==> config.mk <==
export PLATFORM = sky130hd
export DESIGN_NAME = cdb_arbiter
export DESIGN_NICKNAME = d
export VERILOG_FILES = /design/src/rtl/tomasulo_pkg.sv /design/src/rtl/rr_pick.sv /design/src/rtl/cdb_arbiter.sv
export SDC_FILE = /design/constraint.sdc
export NUM_CORES = 1
export LEC_CHECK = 0
export ABC_AREA = 1
export CORE_ASPECT_RATIO = 0.9
export CORE_MARGIN = 4
export CORE_UTILIZATION = 30
export CTS_BUF_LIST = sky130_fd_sc_hd__clkbuf_16
export CTS_CLUSTER_SIZE = 30
export DETAILED_ROUTE_END_ITERATION = 8
export DONT_BUFFER_PORTS = 1
export SETUP_SLACK_MARGIN = 0.2
export SKIP_LAST_GASP = 1
export SYNTH_ARGS = -nofsm -noshare
export SYNTH_HDL_FRONTEND = slang
export SYNTH_SLANG_ARGS = --single-unit
==> constraint.sdc <==
create_clock -name CLK -period 6.9 [get_ports CLK]
set_input_delay 0 -clock CLK [delete_from_list [all_inputs] [get_ports CLK]]
set_output_delay 0 -clock CLK [all_outputs]
set_load 0.02 [all_outputs]
==> src/rtl/tomasulo_pkg.sv <==
// Shared Tomasulo definitions: default CDB widths, the CDB bus record and a
// saturating counter helper used by the CDB arbiter.
package tomasulo_pkg;

  localparam int TagW  = 3;
  localparam int DataW = 32;
  localparam int CntW  = 16;

  localparam logic [CntW-1:0] CntMax = {CntW{1'b1}};

  typedef struct packed {
    logic             valid;
    logic [TagW-1:0]  tag;
    logic [DataW-1:0] data;
  } cdb_bus_t;

  function automatic logic [CntW-1:0] sat_inc(input logic [CntW-1:0] v);
    return (v == CntMax) ? v : v + 1'b1;
  endfunction

endpackage

==> src/rtl/rr_pick.sv <==
// Rotating-priority one-hot picker: the first asserted req at or after ptr,
// scanning upward modulo N, wins.
module rr_pick #(
  parameter int N = 4
) (
  input  logic [N-1:0]         req,
  input  logic [$clog2(N)-1:0] ptr,
  output logic [N-1:0]         gnt
);

  localparam int PtrW = $clog2(N);

  logic            found;
  logic [PtrW-1:0] idx;

  always_comb begin
    gnt   = '0;
    found = 1'b0;
    idx   = '0;
    for (int k = 0; k < N; k++) begin
      idx = PtrW'((int'(ptr) + k) % N);
      if (!found && req[idx]) begin
        gnt[idx] = 1'b1;
        found    = 1'b1;
      end
    end
  end

endmodule

==> src/rtl/cdb_arbiter.sv <==
// Common data bus arbiter: round-robin grant among functional units, with a
// registered one-cycle broadcast stage and a saturating broadcast counter.
module cdb_arbiter
  import tomasulo_pkg::*;
#(
  parameter int N_REQ  = 4,
  parameter int TAG_W  = TagW,
  parameter int DATA_W = DataW
) (
  input  logic                      CLK,
  input  logic                      RSTn,
  input  logic [N_REQ-1:0]          req,
  input  logic [N_REQ*TAG_W-1:0]    req_tag,
  input  logic [N_REQ*DATA_W-1:0]   req_data,
  input  logic                      stall,
  input  logic                      flush,
  output logic [N_REQ-1:0]          gnt,
  output logic                      cdb_valid,
  output logic [TAG_W-1:0]          cdb_tag,
  output logic [DATA_W-1:0]         cdb_data,
  output logic [$clog2(N_REQ)-1:0]  cdb_src,
  output logic [CntW-1:0]           bcast_cnt
);

  localparam int SrcW = $clog2(N_REQ);

  logic              arb_en;
  logic [N_REQ-1:0]  req_eligible;
  logic              grant;
  logic [SrcW-1:0]   win_idx;
  logic [TAG_W-1:0]  win_tag;
  logic [DATA_W-1:0] win_data;

  logic              valid_q, valid_d;
  logic [TAG_W-1:0]  tag_q, tag_d;
  logic [DATA_W-1:0] data_q, data_d;
  logic [SrcW-1:0]   src_q, src_d;
  logic [SrcW-1:0]   rr_ptr_q, rr_ptr_d;
  logic [CntW-1:0]   bcast_cnt_q, bcast_cnt_d;

  // Masking requests here makes flush/stall/reset suppress the grant, which
  // in turn leaves the pointer and counter untouched on those cycles.
  assign arb_en       = RSTn & ~stall & ~flush;
  assign req_eligible = arb_en ? req : '0;

  rr_pick #(
    .N (N_REQ)
  ) u_pick (
    .req (req_eligible),
    .ptr (rr_ptr_q),
    .gnt (gnt)
  );

  always_comb begin
    grant    = |gnt;
    win_idx  = '0;
    win_tag  = '0;
    win_data = '0;
    for (int i = 0; i < N_REQ; i++) begin
      if (gnt[i]) begin
        win_idx  = SrcW'(i);
        win_tag  = req_tag[i*TAG_W +: TAG_W];
        win_data = req_data[i*DATA_W +: DATA_W];
      end
    end
  end

  always_comb begin
    valid_d     = grant;
    tag_d       = tag_q;
    data_d      = data_q;
    src_d       = src_q;
    rr_ptr_d    = rr_ptr_q;
    bcast_cnt_d = bcast_cnt_q;
    if (grant) begin
      tag_d       = win_tag;
      data_d      = win_data;
      src_d       = win_idx;
      rr_ptr_d    = (win_idx == SrcW'(N_REQ - 1)) ? '0 : win_idx + 1'b1;
      bcast_cnt_d = sat_inc(bcast_cnt_q);
    end
  end

  always_ff @(posedge CLK or negedge RSTn) begin
    if (!RSTn) begin
      valid_q     <= 1'b0;
      tag_q       <= '0;
      data_q      <= '0;
      src_q       <= '0;
      rr_ptr_q    <= '0;
      bcast_cnt_q <= '0;
    end else begin
      valid_q     <= valid_d;
      tag_q       <= tag_d;
      data_q      <= data_d;
      src_q       <= src_d;
      rr_ptr_q    <= rr_ptr_d;
      bcast_cnt_q <= bcast_cnt_d;
    end
  end

  assign cdb_valid = valid_q;
  assign cdb_tag   = tag_q;
  assign cdb_data  = data_q;
  assign cdb_src   = src_q;
  assign bcast_cnt = bcast_cnt_q;

`ifndef SYNTHESIS
  a_gnt_onehot0 : assert property (@(posedge CLK) disable iff (!RSTn) $onehot0(gnt));
  a_gnt_blocked : assert property (@(posedge CLK) (stall || flush || !RSTn) |-> (gnt == '0));
`endif

endmodule

### Word-level counts from Yosys, hierarchy flattened

Cells that the tools add are included.

| storage, ports and cells | value |
|---|---|
| register bits after elaboration | 56 |
| bits in latches | 0 |
| RAM bits | 0 |
| bits in read-only memories | 0 |
| input port bits | 148 |
| output and inout bits | 58 |
| logic and storage cells | 77 |
| memories kept | 0 |

| operators by class | value |
|---|---|
| add/subtract/negate cells | 5 |
| multiply operators | 0 |
| divide/modulo/power cells | 0 |
| magnitude comparators | 8 |
| equal/unequal tests | 2 |
| shift-type cells | 0 |
| muxes and demuxes | 36 |
| bitwise operators | 8 |
| reduce and logical (&&, ||, !) cells | 12 |

Operator list:

| cell | number |
|---|---|
| $mux 32 | 4 |
| $mux 4 | 5 |
| $add 16x1->16 const B | 1 |
| $eq 16x16->1 const B | 1 |
| $lt 2x3->1 const B | 4 |
| $mux 1 | 12 |
| $mux 3 | 4 |
| $or 4x4->4 | 3 |
| $bmux 1 s2 | 4 |
| $demux 1 s2 | 4 |
| $ge 2x1->1 const B | 4 |
| $logic_and 1x1->1 | 7 |
| $mux 2 | 3 |
| $add 2x1->2 const B | 2 |
| $add 2x2->2 const B | 2 |
| $reduce_or 4->1 | 1 |
| $logic_not 1->1 | 3 |
| $not 1->1 | 3 |
| $and 1x1->1 | 2 |
| $eq 2x2->1 const B | 1 |
| $reduce_and 2->1 | 1 |

### Longest topological paths before layout

| logic depth | value |
|---|---|
| word-level depth | 21 |
| depth in mapped cells | 17 |
| gate-level depth less buffers | 15 |

### Hierarchy

A second synthesis with hierarchy kept.

| unflattened totals | value |
|---|---|
| cell total of the unflattened synthesis | 596 |
| area, all modules | 3,839.9 um^2 |

By module, submodules not included:

| module | instances | cells each | area each (um^2) | sequential area each (um^2) |
|---|---|---|---|---|
| cdb_arbiter | 1 | 523 | 3,440.8 | 1,401.3 |
| rr_pick | 1 | 73 | 399.1 | 0.0 |

### Worst setup path after synthesis

OpenSTA, ideal clock, no wires.

| path | value |
|---|---|
| path kind | reg-to-reg |
| from | reg rr_ptr_q[0] |
| to | reg data_q[29] (netlist: cdb_data[29]) |
| setup time | 0.117 ns |
| data arrival time | 2.118 ns |
| data required time | 6.783 ns |
| slack | 4.665 ns |
| stages on the path, launching flop included | 15 |
| path buffers | 2 |
| period minus slack after synthesis | 2.235 ns |
| path through | dfrtp_1 > inv_2 > ha_1 > inv_1 > nand2_1 > nand2_4 > nor2_4 > nand3_1 > nand3_4 > buf_6 > buf_6 > a21oi_1 > nand3_1 > nand2_1 > nand2_1 |

| on the way | value |
|---|---|
| elaborated cells on any way between the ends | 52 |
| classes of those cells | add/sub: 3; order compare: 8; mux: 27; bitwise: 3; reduce/logical: 11 |

RTL lines:

| element | RTL line | RTL |
|---|---|---|
| from (decl) | cdb_arbiter.sv:38 | `logic [SrcW-1:0] rr_ptr_q, rr_ptr_d;` |
| from (signal assigned) | cdb_arbiter.sv:97 | `rr_ptr_q <= rr_ptr_d;` |
| branches (longest 11 deep; another with $lt 2x3->1) | n/a |  |
| $mux 4 (*) | rr_pick.sv:22 | `if (!found && req[idx]) begin` |
| net gnt[2] | cdb_arbiter.sv:17 | `output logic [N_REQ-1:0] gnt,` |
| $mux 32 (2 in a row) | cdb_arbiter.sv:60 | `if (gnt[i]) begin` |
| to (signal assigned) | cdb_arbiter.sv:95 | `data_q <= data_d;` |
| to (decl) | cdb_arbiter.sv:36 | `logic [DATA_W-1:0] data_q, data_d;` |

Mark *: on every way through the listed nets, which the timed path passes. The select of a mux whose other input is x is not followed.
A chain may end at the register's enable or synchronous reset.

### Final worst setup path

| path | value |
|---|---|
| from | reg rr_ptr_q[0] |
| to | reg data_q[12] (netlist: cdb_data[12]) |

Same word-level chain as after synthesis.

==> run_results.csv <==
group,metric,value,unit
worst_setup_path,worst_setup_path_endpoint,"cdb_data[12]",
clock_network,tritoncts_clock_tree,"built",
power,power.static_leakage,2.169,nW
routing,wl_met3,1705,um
routing,drtPass1Iterations,5,
placed_design,hpwlAfterDp,10080,um
worst_setup_path,timing.critical_path.fanout_max,40,
timing,timing.fmax,232.6,MHz
placed_design,place.gp.congestion,0.8565,
timing,hold_ws,-0.004902,ns
synthesis,mappedNetlistNets,734,
worst_setup_path,number_of_buffer_and_inverter_instances_along_the_worst_setup_path,3,
synthesis,synth.most_common_cell,"nand3_1",
worst_setup_path,critical_path_class,"flop to flop",
routing,detailedRoute.firstIterationViolations,216,
flow_run,count_of_maximum_capacitance_violations,0,
placed_design,placement.io_buffers,0,
global_routing,grt_antenna_before_repair,0,
routing,met1_length,5830,um
power,cellPowerDensity,733.5,mW/mm^2
timing,period_minus_slack,4.298,ns
synthesis,synth_edf_count,0,
floorplanning,ios,206,
power,internal-power,1.654,mW
clock_network,clock-sinks,56,
timing,setup_total_negative_slack,0,ns
routing,routed-wl-met2,6956,um
timing,timing.slew.headroom,0.3942,
timing,final_period_utilization,0.6230,
floorplanning,fp.coreArea,0.01351,mm^2
worst_setup_path,rr_endpoint,"cdb_data[12]",
outcome,violations_in_the_final_reports,"negative hold slack",
synthesis,netlist.top_cell.by_area,"dfrtp_1",
clock_network,cts_root_buffer,"clkbuf_16",
worst_hold_path,worst_hold_path_type,"input port to flop",
synthesis,mappedNetlistArea,0.004197,mm^2
routing,wl_per_cell,18.74,um
timing,grt_setup_unrepaired,"false",
placed_design,numPlacedInstances,711,
timing,tightestPinTransition,0.9066,ns
clock_network,clk_transition_reported_paths,0.07,ns
routing,antenna_left,0,
worst_setup_path,cp_num_cells,14,
timing,hold_violations,1,
final_layout,drive_gt1_frac,0.06807,
worst_setup_path,worst-endpoint-required,7.13,ns
global_routing,grt_max_degree,57,
floorplanning,site_row_count,40,
clock_network,number_of_buffers_inserted_during_clock_tree_synthesis,5,
worst_setup_path,cp-end-kind,"flop",
worst_setup_path,critical_path_arrival,4.53,ns
synthesis,synthesis.area_per_instance,7.260,um^2
clock_network,post-cts-setup-buffers,0,
synthesis,asyncSetResetFlopFracSynth,1.000,
routing,routed-via-count,4288,
clock_network,cts-htree-levels,2,
synthesis,synthTopCellsByArea,"dfrtp_1, nand3_1, nand2_1",
power,p_comb_frac,0.702,
synthesis,ys_types,30,
power,seq_power_share,0.217,
power,irDropWorstVdd,256.4,uV
timing,report.final.setup_viol,0,
worst_setup_path,critPathTopFamily,"simple AND/OR/NAND/NOR gates",
routing,drt_wl_total,14710,um
final_layout,diodes,0,
floorplanning,initial_core_util,0.3106,
floorplanning,design.die.area,0.01595,mm^2
timing,finalClockSkew,0.005583,ns
worst_setup_path,critical_path.startpoint,"rr_ptr_q[0]",
final_layout,flow.area_growth_from_synthesis,18.66,%
outcome,outcome,"finished, violations left",
floorplanning,chipHeight,120.2,um
worst_setup_path,max_stage_delay,0.93,ns
power,clockPowerShare,0.081,
routing,detail_route.drc_violations,0,
synthesis,synth-warning-count,0,
routing,vias_per_cell,5.462,
final_layout,final_cell_count_no_fill,785,
worst_setup_path,worstSetupStartpointType,"flop",
synthesis,synth-seq-area-share,0.3339,
routing,highest_layer,"met4",
clock_network,ctsLongestPathBuffers,2,
floorplanning,chipWidth,132.7,um
power,netSwitchingFraction,0.5472,
worst_setup_path,worst_r2r_startpoint,"rr_ptr_q[0]",
global_routing,globalRoute.totalOverflow,0,
global_routing,grt_first_pass_wirelength,22540,um
synthesis,syn-instance-count,578,
final_layout,filler_cell_count,1373,
synthesis,yosys.area.top_type_share,0.3339,
synthesis,yosys-top-cells-count,"nand3_1, nand2_1, dfrtp_1, a21oi_1, inv_1",
power,p_sw,1.999,mW
synthesis,ys.flop_type,"dfrtp_1",
synthesis,synth_seq_cells,56,
worst_setup_path,critPathSlowestCell,"nor2_4",
global_routing,grt_usage,0.1759,
global_routing,first_global_vias,4219,
worst_setup_path,crit_path_cell_trace,"inv_2 > ha_1 > inv_1 > nand2_1 > nand2_4 > nor2_4 > nand3_1 > nand3_4 > nor2_4 > nand3_1 > nand3_1 > nand2_1 > dlygate4sd3_1 > nand2_1",
worst_setup_path,ff_to_ff_setup_slack,2.60,ns
final_layout,final_net_count,772,
timing,slew_viol_final,0,
worst_setup_path,worst_r2r_path_depth,14,
clock_network,insertion_delay_of_the_later_clocked_pin_in_the_worst_skew_pair,0.30,ns
## routing by layer
metal,track usage,up-vias
met5,0,-
met4,0.03831,0
met3,0.07488,24
met2,0.3023,235
met1,0.2049,2000
li1,-,2029
## worst min-delay path, cell delays in order
cell and delay, ns:
nand3_1 0.05, nand3_1 0.11, nand2_1 0.06, nand2_1 0.04
## kinds of logic (layout without fill, tap and decap cells)
kind of cell / count (synthesis) / after routing / share of synthesized area
AOI/OAI and AO/OA: 42 / 42 / 0.05009
xor gates and xnor gates: 13 / 13 / 0.02713
adders and majority gates: 8 / 8 / 0.02385
buffers and inverters: 63 / 102 / 0.09302
DFF: 56 / 56 / 0.3339
and+or+nand+nor: 396 / 396 / 0.4720
## how the worst min path moves through the flow
stage                       startpoint  slack, ns  cells past startpoint            to
final                     req_data[29]     -0.005                      4  cdb_data[29]
after global placement            RSTn      -0.29                      0   cdb_data[1]
after global routing      req_data[29]       0.01                      4  cdb_data[29]
after floorplan                   RSTn      -0.30                      0  bcast_cnt[0]
after detailed placement          RSTn      -0.29                      0   cdb_data[1]
after CTS                 req_data[29]      0.002                      4  cdb_data[29]
## through the flow
stage | hold slack (ns) | power, mW | utilization | setup WS (ns) | area (um^2)
after floorplan | -0.2956 | 2.614 | - | 4.665 | 4197
after global placement | -0.2915 | 2.876 | 0.3056 | 3.290 | 4129
after detailed placement | -0.2913 | 2.963 | 0.3056 | 3.067 | 4129
after CTS | 0.001832 | 3.666 | 0.3685 | 2.759 | 4980
after global routing | 0.01047 | 4.023 | 0.3685 | 2.397 | 4980
final | -0.004902 | 3.653 | 0.3685 | 2.602 | 4980
## power by group through the flow
stage               Clock [mW]  Combinational, mW  Sequential, mW
floorplan                    0               1.86           0.749
global placement             0               2.07           0.805
detailed placement           0               2.16           0.802
CTS                      0.304               2.56           0.797
global route             0.319               2.89           0.812
finish                   0.296               2.56           0.794
## cell type report
type | instances | area (um^2) | share of cell area
Clock inverter | 3 | 47.55 | 0.009548
Sequential cell | 56 | 1401 | 0.2814
Clock buffer | 5 | 125.1 | 0.02513
Timing Repair Buffer | 68 | 693.2 | 0.1392
Tap cell | 168 | 210.2 | 0.04221
Inverter | 26 | 97.59 | 0.01960
Multi-Input combinational cell | 459 | 2405 | 0.4829
## layout by cell type, fill, tap and decap left out, types with 4 or more instances in the layout
cell type,synthesis,final
nand4_1,9,9
or2_2,6,6
nand2_1,133,133
xnor2_1,6,6
ha_1,8,8
nand3_1,180,180
nand2_4,4,4
a21oi_1,34,34
nor2_1,12,12
or2_1,19,19
inv_2,4,4
nand2_2,4,4
inv_1,22,22
dlygate4sd3_1,0,65
o21ai_0,7,7
or2_0,8,8
dfrtp_1,56,56
clkbuf_16,0,5
nor3_1,4,4
nor2_4,4,4
xor2_1,7,7
## registers in the layout, summed over array words and instances, names as in the netlist
register	cells
bcast_cnt	16
cdb_data	32
cdb_src	2
cdb_tag	3
cdb_valid	1
rr_ptr_q	2
## what timing repair did
action,4_1_cts,5_1_grt
resized for setup,0,0
endpoints found under the hold margin,91,0
hold buffers,66,0
No activity file was read; power rests on OpenSTA's default activity.
